## config.mk

```make
export PLATFORM = sky130hd
export DESIGN_NAME = button_sequence_capture
export DESIGN_NICKNAME = d
export VERILOG_FILES = /design/src/rtl/button_sequence_capture.sv
export SDC_FILE = /design/constraint.sdc
export NUM_CORES = 1
export LEC_CHECK = 0
export ABC_AREA = 1
export CAP_MARGIN = 10
export CORE_MARGIN = 5
export CORE_UTILIZATION = 50
export CTS_CLUSTER_SIZE = 40
export DETAILED_ROUTE_END_ITERATION = 10
export GPL_ROUTABILITY_DRIVEN = 0
export GPL_TIMING_DRIVEN = 0
export PLACE_DENSITY = 0.81
export SYNTH_ARGS = -nofsm -noshare
export SYNTH_HDL_FRONTEND = slang
export SYNTH_SLANG_ARGS = --single-unit
```

## constraint.sdc

```tcl
create_clock -name clk -period 1.8 [get_ports clk]
set_input_delay 0.36 -clock clk [delete_from_list [all_inputs] [get_ports clk]]
set_output_delay 0.36 -clock clk [all_outputs]
set_load 0.02 [all_outputs]
```

## src/rtl/button_sequence_capture.sv

```systemverilog
// Debounces 8 push buttons after pattern playback and records the index of each press.
// Optional capture timeout is built when TIMEOUT_EN is defined.
module button_sequence_capture #(
    parameter int unsigned DEBOUNCE_CYCLES = 4,
    parameter int unsigned TIMEOUT_CYCLES  = 1000000
) (
    input  logic        clk,
    input  logic        rst,
    input  logic        start,
    input  logic [2:0]  level,
    input  logic [7:0]  button,
    output logic [47:0] seq_flat,
    output logic [15:0] slot_valid,
    output logic [4:0]  count,
    output logic [7:0]  led_echo,
    output logic        busy,
    output logic        done,
    output logic        timed_out
);

    typedef enum logic [1:0] {StIdle, StArm, StCapture, StDone} state_e;

    localparam logic [7:0] DbLast = 8'(DEBOUNCE_CYCLES - 1);

    state_e      state_q, state_d;
    logic [7:0]  deb_q, deb_d, deb_prev_q;
    logic [7:0]  db_cnt_q [8];
    logic [7:0]  db_cnt_d [8];
    logic [47:0] seq_q, seq_d;
    logic [15:0] valid_q, valid_d;
    logic [4:0]  count_q, count_d;
    logic [4:0]  target_q, target_d;
    logic        busy_q, busy_d, done_q, done_d;
    logic [7:0]  press;
    logic [2:0]  press_idx;
    logic [4:0]  level_target;
    logic        start_ok;

`ifdef TIMEOUT_EN
    localparam logic [31:0] ToLast = 32'(TIMEOUT_CYCLES - 1);
    logic [31:0] to_cnt_q, to_cnt_d;
    logic        to_q, to_d;
`endif

    always_comb begin
        for (int i = 0; i < 8; i++) begin
            deb_d[i]    = deb_q[i];
            db_cnt_d[i] = '0;
            if (button[i] != deb_q[i]) begin
                if (db_cnt_q[i] == DbLast) begin
                    deb_d[i] = ~deb_q[i];
                end else begin
                    db_cnt_d[i] = db_cnt_q[i] + 8'd1;
                end
            end
        end
    end

    // Only the lowest simultaneous press is kept.
    always_comb begin
        press     = deb_q & ~deb_prev_q;
        press_idx = '0;
        for (int i = 7; i >= 0; i--) begin
            if (press[i]) press_idx = 3'(i);
        end
    end

    always_comb begin
        case (level)
            3'b001:  level_target = 5'd8;
            3'b010:  level_target = 5'd12;
            3'b100:  level_target = 5'd16;
            default: level_target = 5'd0;
        endcase
        start_ok = start && (level_target != 5'd0);
    end

    always_comb begin
        state_d  = state_q;
        seq_d    = seq_q;
        valid_d  = valid_q;
        count_d  = count_q;
        target_d = target_q;
`ifdef TIMEOUT_EN
        to_cnt_d = to_cnt_q;
        to_d     = to_q;
`endif
        unique case (state_q)
            StIdle, StDone: begin
                if (start_ok) begin
                    seq_d    = '0;
                    valid_d  = '0;
                    count_d  = '0;
                    target_d = level_target;
                    state_d  = StArm;
`ifdef TIMEOUT_EN
                    to_d     = 1'b0;
`endif
                end
            end
            StArm: begin
                // Wait out any button still held from playback.
                if (deb_q == 8'd0) begin
                    state_d = StCapture;
`ifdef TIMEOUT_EN
                    to_cnt_d = '0;
`endif
                end
            end
            StCapture: begin
                if (|press) begin
                    seq_d[3 * int'(count_q[3:0]) +: 3] = press_idx;
                    valid_d[count_q[3:0]]              = 1'b1;
                    count_d                            = count_q + 5'd1;
                    if (count_q + 5'd1 == target_q) state_d = StDone;
`ifdef TIMEOUT_EN
                    to_cnt_d = '0;
                end else if (to_cnt_q == ToLast) begin
                    state_d = StDone;
                    to_d    = 1'b1;
                end else begin
                    to_cnt_d = to_cnt_q + 32'd1;
`endif
                end
            end
            default: state_d = StIdle;
        endcase
        busy_d = (state_d == StArm) || (state_d == StCapture);
        done_d = (state_d == StDone);
    end

    always_ff @(posedge clk) begin
        if (rst) begin
            state_q    <= StIdle;
            deb_q      <= '0;
            deb_prev_q <= '0;
            for (int i = 0; i < 8; i++) db_cnt_q[i] <= '0;
            seq_q      <= '0;
            valid_q    <= '0;
            count_q    <= '0;
            target_q   <= '0;
            busy_q     <= 1'b0;
            done_q     <= 1'b0;
`ifdef TIMEOUT_EN
            to_cnt_q   <= '0;
            to_q       <= 1'b0;
`endif
        end else begin
            state_q    <= state_d;
            deb_q      <= deb_d;
            deb_prev_q <= deb_q;
            for (int i = 0; i < 8; i++) db_cnt_q[i] <= db_cnt_d[i];
            seq_q      <= seq_d;
            valid_q    <= valid_d;
            count_q    <= count_d;
            target_q   <= target_d;
            busy_q     <= busy_d;
            done_q     <= done_d;
`ifdef TIMEOUT_EN
            to_cnt_q   <= to_cnt_d;
            to_q       <= to_d;
`endif
        end
    end

    assign seq_flat   = seq_q;
    assign slot_valid = valid_q;
    assign count      = count_q;
    assign led_echo   = (state_q == StCapture) ? deb_q : 8'd0;
    assign busy       = busy_q;
    assign done       = done_q;
`ifdef TIMEOUT_EN
    assign timed_out  = to_q;
`else
    assign timed_out  = 1'b0;
`endif

endmodule

```

* After elaboration in Yosys (flattened, before gate mapping)
Memories as Yosys holds them, arrays and structs flattened. Cells that the tools add are included.
Operators by class: add/sub/neg operators 10, $mul 1, order comparisons 2, equality and inequality tests 28, shift operators 2, muxes and demuxes 54, bitwise gates (word level) 19, reductions and logical operators 19
Operators by type and width (count):
- $mux W8 | 25
- $mux W48 | 2
- $pmux W48 S2 | 1
- $add A8 B1 Y8 const B | 8
- $eq A8 B2 Y1 const B | 8
- $bwmux W48 | 1
- $shift A3 B33 Y48 const A | 1
- $shiftx A3 B33 Y48 | 1
- $neg A6 Y33 | 1
- $mux W16 | 2
- $pmux W16 S2 | 1
- $mux W3 | 8
- $reduce_and A2 Y1 | 9
- $or A16 B16 Y16 | 1
- $pmux W5 S3 | 1
- $mux W5 | 2
- $pmux W5 S2 | 1
- $and A8 B8 Y8 | 1
- $eq A2 B2 Y1 const B | 4
- $logic_not A8 Y1 | 1
- $mux W2 | 4
- $ne A1 B1 Y1 | 8
- $not A1 Y1 | 8
- $not A8 Y8 | 1
- 22 further kinds | 35
Word-level totals: flip-flop bits (word level) 94, memory bits (writable) 64, output and inout bits 80, logic and storage cells 152, memories 1
Memories:
- db_cnt_q | words 8, bits a word 8, read ports 8, clocked after memory_dff 0, write ports 8, line 27 | logic [7:0] db_cnt_q [8];

* Longest topological paths before layout
Gate-level depths: netlist of run 1.
depth in word-level cells 14, gate-level depth with buffers 14

* Worst setup path before layout of run 1
No wires, ideal clock.
kind register to register, start point reg count_q[0], in the netlist count[0], end point reg seq_q[0], in the netlist seq_flat[0], setup time 0.070 ns, data arrival time 2.071 ns, required time 1.730 ns, setup slack -0.342 ns, stages on the path, launching flop included 11, buffers on the path 1, clock period less this slack 2.142 ns, cell sequence dfxtp_1 > inv_2 > ha_1 > clkbuf_1 > nor2_1 > inv_1 > nor3_1 > nand2_1 > nor2_1 > nand3_1 > a21oi_1
Between the ends: longest elaborated chain between the ends 6
RTL lines:
- from (decl) | line 31 | logic [4:0] count_q, count_d;
- from (signal assigned) | line 155 | count_q <= count_d;
- $mul A2 B4 Y6 * | line 112 | seq_d[3 * int'(count_q[3:0]) +: 3] = press_idx;
- $neg A6 Y33 * | line 112
- $shiftx A3 B33 Y48 / $shift A3 B33 Y48 (equally long branches) | line 112
- $bwmux W48 * | line 112
- $mux W48 * | line 111 | if (|press) begin
- $pmux W48 S2 * | line 88 | unique case (state_q)
- to (signal assigned) | line 153 | seq_q <= seq_d;
- to (decl) | line 29 | logic [47:0] seq_q, seq_d;
Every way passes the cells marked *; elsewhere a longest branch is shown, timed or not. The select of a mux whose other input is x is not followed. A chain may end at the register's enable or synchronous reset.

* Final worst setup path of run 1
start point reg state_q[0], end point reg seq_q[11], in the netlist seq_flat[11]
Between the ends: longest elaborated chain between the ends 4
RTL lines:
- from (decl) | line 25 | state_e state_q, state_d;
- from (signal assigned) | line 134 | state_q <= StIdle;
- from (signal assigned) | line 149 | state_q <= state_d;
- $eq A2 B2 Y1 / $logic_not A2 Y1 (equally long branches) | line 88
- $reduce_or A2 Y1 | line 88
- $ne A2 B2 Y1 (no source line) / $reduce_bool A2 Y1 (equally long branches)
- $reduce_and A3 Y1 (no source line)
Several ways; a longest one is shown, not always the timed one.

==> qor.txt, run 1 <==
setup violators final - 24
minimum clock period - 2058 ps
1st-iter DRT viols - 833
post-synthesis sequential area ratio - 0.4521
register area - 3148 um^2
design area - 9801 um^2
failing checks - setup timing
PwrDens - 928.3 nW/um^2
initial antenna violation count - 0
# IOs - 94
Async SR Flop Fraction - 0
Comb power frac - 0.152
Int Power - 0.006735 W
CTS tree - built
CP Launch Type - register
Post-synth EDFFs - 0
Max Freq - 485.9 MHz
fraction of the mapped netlist area in compound gates - 0.1121
largest family of logic cells by synthesized area - simple AND/OR/NAND/NOR gates
adder-cell share of the synthesized area - 0.03079
fraction of layout cells with a size suffix above 1 - 0.2332
yosys warns - 0
simple-gate share of the synthesized area - 0.3005
routed len/inst - 16.20 um
Arrival @ worst endpoint - 2380 ps
clk root buf - clkbuf_16
Fill cells - 955
Clock transition at path regs - 60 ps
Area after DPL - 8064 um^2
die height - 127.5 um
Final Skew - 7.855 ps
fin nets - 1121
Final Hold Viols - 0
Placement Rows - 43
drt via density - 5.528
clock sink total - 156
Post-DP HPWL - 11840 um
RSZ-0062 raised after global routing - true
largest net degree at the start of global routing - 17
DRT Pass-1 Iters - 5
switching pwr - 0.002364 W
Antenna Nets Post-Route - 0
Sw Share - 0.2598
Max FO, Critical Path - 10
Diodes inserted - 0
mean area per synthesized cell - 7.396 um^2
Worst Hold Class - in2reg
run status - complete, but fails checks
hold buffer count at CTS - 0
maximum VDD drop - 0.0005382 V
TNS Setup - -1611 ps
vias - 7087
chip width - 127.5 um
CP Data Required Time - 2130 ps
first-pass GRT wire length - 28620 um
multi-input logic area - 3701 um^2
worst-skew pair later-pin latency - 430 ps
Synth Area in XOR/XNOR - 0.01395
Reg power frac - 0.392
CTS Buffer Depth - 2
Final Max Tran Viols - 0
Synth Register Bits - 156
cell count after synthesis - 934
Syn Nets - 965
mux share of post-synthesis cell area - 0
TritonCTS Buffers - 17
Area Overhead vs Synth - 41.88%
Worst Setup Slack, final - -258.2 ps
critical path class - reg2reg
Clk pwr share - 0.456
Core Region - 13720 um^2
number of global-route vias before repair - 6295
total gr overflow - 0
Static Leak - 3.956 nW
CTS H-tree lvls - 4
endpoint class of the critical path - register
total track usage - 0.2143
Tightest Pin Transition - 689.2 ps
Total Wirelength - 20760 um
Synth Flop Type - dfxtp_1
Initial Util - 0.5035
Relative slew margins - 0.5405
DRC - 0
Die ar. - 16270 um^2
final worst path period share - 1.143
input/output buffers - 91
Yosys cell types - 36
synthesized area - 6908 um^2
max-cap viol count - 0
final timing paths:
check        cells after the start  slack [ps]               to       startpoint
max                              8        -260     seq_flat[11]       state_q[0]
min                              3         300      target_q[2]         level[1]
max reg2reg                      8        -260     seq_flat[11]       state_q[0]
min reg2reg                      1         450  db_cnt_q[1][16]  db_cnt_q[1][16]
power by group through the flow:
stage / clock network [W] / logic, W / registers [W]
finish: 0.00415 / 0.00138 / 0.00357
global route: 0.00433 / 0.00145 / 0.00357
CTS: 0.00417 / 0.000921 / 0.00356
detailed placement: 0 / 0.000819 / 0.00364
global placement: 0 / 0.000807 / 0.00363
floorplan: 0 / 0.000561 / 0.00365
synthesized netlist by cell type, types with 12 or more instances:
| library cell | n | area (um^2) |
|---|---|---|
| nand2_1 | 198 | 743.2 |
| ha_1 | 17 | 212.7 |
| nor3_2 | 12 | 120.1 |
| nor3_1 | 34 | 170.2 |
| inv_1 | 124 | 465.5 |
| nand3_1 | 54 | 270.3 |
| nand4_1 | 13 | 81.33 |
| a31oi_1 | 13 | 81.33 |
| a21oi_1 | 102 | 510.5 |
| dfxtp_1 | 156 | 3123 |
| o21ai_0 | 20 | 100.1 |
| nor2_1 | 91 | 341.6 |
| nand2_2 | 15 | 93.84 |
cells in the final DEF, fill, tap and decap left out, types with 10 or more instances in the layout:
master / netlist / routed
a31oi_1: 13 / 13
o21ai_0: 20 / 16
nor3_1: 34 / 27
dlymetal6s2s_1: 0 / 11
nor3b_1: 10 / 10
nor4_1: 10 / 10
nand4_1: 13 / 13
clkbuf_16: 0 / 18
dfxtp_1: 156 / 142
nor2_1: 91 / 74
nand2_1: 198 / 178
nand2_2: 15 / 25
inv_1: 124 / 105
inv_2: 4 / 16
clkdlybuf4s50_1: 0 / 69
nand3_1: 54 / 37
buf_6: 4 / 14
buf_4: 2 / 43
nor3_4: 0 / 11
nand3_2: 2 / 17
nand2_4: 1 / 11
a21oi_1: 102 / 91
ha_1: 17 / 12
dfxtp_2: 0 / 11
nor2_4: 2 / 12
a21oi_2: 0 / 11
layout make-up:
class	instances	share of cell area
Timing Repair Buffer	138	0.1385
Clock buffer	19	0.04417
Inverter	130	0.05324
Buffer	21	0.01736
Clock inverter	12	0.02489
Sequential cell	156	0.3212
Multi-Input combinational cell	626	0.3776
Tap cell	180	0.02298
timing repair:
action                     4_1_cts  5_1_grt
gates cloned                     1        2
pin swaps                       12       38
setup endpoints to repair       59       84
setup buffers                   22       23
gates resized for setup        104      139
routing by layer:
layer / track usage / routed length [um]
met1: 0.2636 / 8077
met2: 0.3645 / 10010
met3: 0.04599 / 1582
met4: 0.08707 / 1088
met5: 0 / 0
kinds of logic after synthesis:
group                      after synthesis
DFF                                    156
xor gates and xnor gates                11
adders and majority gates               17
and+or+nand+nor                        450
AOI/OAI and AO/OA                      146
other                                    1
buffers and inverters                  153
sequential cells by signal, summed over array words and instances, names as in the netlist:
register    flops
deb_prev_q      8
seq_flat       48
done            1
busy            1
target_q        3
db_cnt_q       64
deb_q           8
count           5
state_q         2
slot_valid     16
stage by stage:
stage               cells  hold WS, ps  total power (W)  setup WS (ps)    util
floorplan             934        417.5         0.004210         -5.996       -
global placement     1205        429.3         0.004441         -567.7  0.5878
detailed placement   1205        436.6         0.004455         -569.8  0.5878
CTS                  1258        445.1         0.008646         -21.61  0.6623
global route         1282        287.2         0.009350         -314.7  0.7144
finish               1282        299.2         0.009098         -258.2  0.7144
critical path, stage by stage (launching register included):
cell,delay (ps)
dfxtp_2,330
inv_2,80
ha_4,200
buf_6,130
inv_2,50
clkbuf_2,340
nor3_2,400
nand2_1,160
a21oi_1,260
(Power assumes the default switching activity.)
==> run 2: changes to the inputs <==
--- a/config.mk
+++ b/config.mk
@@ -14,6 +14,8 @@
 export GPL_ROUTABILITY_DRIVEN = 0
 export GPL_TIMING_DRIVEN = 0
 export PLACE_DENSITY = 0.81
+export SETUP_SLACK_MARGIN = 0.02
+export SKIP_CTS_REPAIR_TIMING = 1
 export SYNTH_ARGS = -nofsm -noshare
 export SYNTH_HDL_FRONTEND = slang
 export SYNTH_SLANG_ARGS = --single-unit
==> run 2 against run 1 <==
The run still ends with setup timing left; clock-buffer cell count is 3 higher; sequential share of layout area is 0.68 points higher; largest cell class unchanged; critical path depth grew 2; first-iteration DRC count shrank 34%; clock power fell by 17%; hold slack better by 150 ps; flip-flop and latch count is the same.
==> qor.txt, run 2 (synthesis gave the netlist of run 1 again) <==
routed len/inst - 14.95 um
DRC - 0
met2 WL - 9428 um
RSZ-0062 raised after global routing - true
fraction of layout cells with a size suffix above 1 - 0.1998
Reg2Reg Depth - 10
largest net degree at the start of global routing - 17
CP Launch Type - register
DRT Pass-1 Iters - 7
total track usage - 0.2006
Initial Util - 0.5035
worst-skew pair later-pin latency - 440 ps
Area Overhead vs Synth - 38.51%
max-cap viol count - 0
R2R Setup Slk - -190 ps
most common cell after layout, fill and taps aside - nand2_1
final worst path period share - 1.103
run status - complete, but fails checks
WL met3 - 1373 um
chip width - 127.5 um
largest register by flop count - db_cnt_q
design area - 9568 um^2
hold_sp - db_cnt_q[0][8]
Worst Setup Slack, final - -185.5 ps
final hold slack - 444.3 ps
Placed Cells - 1205
Top Metal Used - met4
reg2reg end - seq_flat[1]
most frequent cells in the layout - 180 x nand2_1, 148 x dfxtp_1, 110 x inv_1
drt via density - 5.375
Total Wirelength - 18930 um
clock sink total - 156
Area after DPL - 8071 um^2
CTS H-tree lvls - 4
minimum clock period - 1985 ps
pre-CTS WS - -568.5 ps
Worst Hold Class - reg2reg
Antenna Nets Post-Route - 0
fin nets - 1104
total gr overflow - 0
Tightest Pin Transition - 715.0 ps
critical path class - reg2reg
first-pass GRT wire length - 26840 um
met1 wire length - 7572 um
Placement Rows - 43
PwrDens - 870.1 nW/um^2
input/output buffers - 91
vias - 6805
setup violators final - 42
fin cells - 1266
Max FO, Critical Path - 6
Largest register FFs - 64
Final Max Tran Viols - 0
WHS Path Cells - 1
Clock transition at path regs - 60 ps
endpoint class of the critical path - register
die height - 127.5 um
clk root buf - clkbuf_16
Relative slew margins - 0.5234
number of global-route vias before repair - 5879
initial antenna violation count - 0
# IOs - 94
Arrival @ worst endpoint - 2340 ps
Static Leak - 4.147 nW
hold worst-path end - db_cnt_q[0][8]
CP Data Required Time - 2150 ps
Diodes inserted - 0
launch point of the worst reg-to-reg path - count[1]
Final Skew - 7.855 ps
Core Region - 13720 um^2
Post-DP HPWL - 11730 um
Die ar. - 16270 um^2
failing checks - setup timing
CTS tree - built
TritonCTS Buffers - 17
maximum VDD drop - 0.0006749 V
Max Freq - 503.7 MHz
Final Hold Viols - 0
1st-iter DRT viols - 547
CTS Buffer Depth - 2
-- run 2: cell count changes in the layout (fill, tap and decap cells not counted), moves of 5 or more --
cell | previous run | this run
dfxtp_1 | 142 | 148
dfxtp_2 | 11 | 6
buf_4 | 43 | 27
nor2_1 | 74 | 79
buf_6 | 14 | 9
nor3_2 | 8 | 1
clkdlybuf4s50_1 | 69 | 59
bufinv_16 | 7 | 1
inv_2 | 16 | 10
dlymetal6s2s_1 | 11 | 24
nor3_4 | 11 | 18
inv_1 | 105 | 110
-- run 2: critical path, stage by stage, from the launching register on --
cell and delay (ps):
dfxtp_4 410, clkinvlp_4 180, ha_4 260, buf_8 130, nor2_4 180, inv_4 80
nor3_4 150, nand2_2 90, nor2_4 120, nand2_1 80, a21oi_1 210
-- run 2: power breakdown --
part           internal [W]  switching, W
logic              0.000471      0.000844
clock network       0.00201       0.00143
registers           0.00351     0.0000606
-- run 2: layer usage --
layer  track usage  vias to the layer above
met4       0.06877                        0
met5             0                        -
met1        0.2516                     3136
li1              -                     3310
met2        0.3357                      287
met3       0.05142                       72
-- run 2: final cells by class --
type	instances	area (um^2)
Clock inverter	10	88.84
Tap cell	180	225.2
Sequential cell	156	3138
Buffer	23	201.4
Multi-Input combinational cell	625	3659
Timing Repair Buffer	120	1259
Clock buffer	22	475.5
Inverter	130	521.8
Fill cell	979	4151
-- run 2: worst max path at each step --
| stage | from | end | slack, ps |
|---|---|---|---|
| after detailed placement | state_q[0] | led_echo[0] | -570 |
| final | count[1] | seq_flat[1] | -190 |
| after CTS | state_q[0] | led_echo[0] | -1040 |
| after global placement | state_q[0] | led_echo[1] | -560 |
| after global routing | count[1] | seq_flat[24] | -240 |
| after floorplan | count[0] | seq_flat[0] | -0.9 |
-- run 2: metrics by stage --
stage / total power, W / utilization / setup TNS [ps]
3_3_place_gp: 0.004447 / 0.5883 / -28320
3_5_place_dp: 0.004464 / 0.5883 / -32580
5_1_grt: 0.008598 / 0.6974 / -8266
6_report: 0.008325 / 0.6974 / -2752
4_1_cts: 0.007833 / 0.6295 / -12620
2_1_floorplan: 0.004218 / - / -0.8867
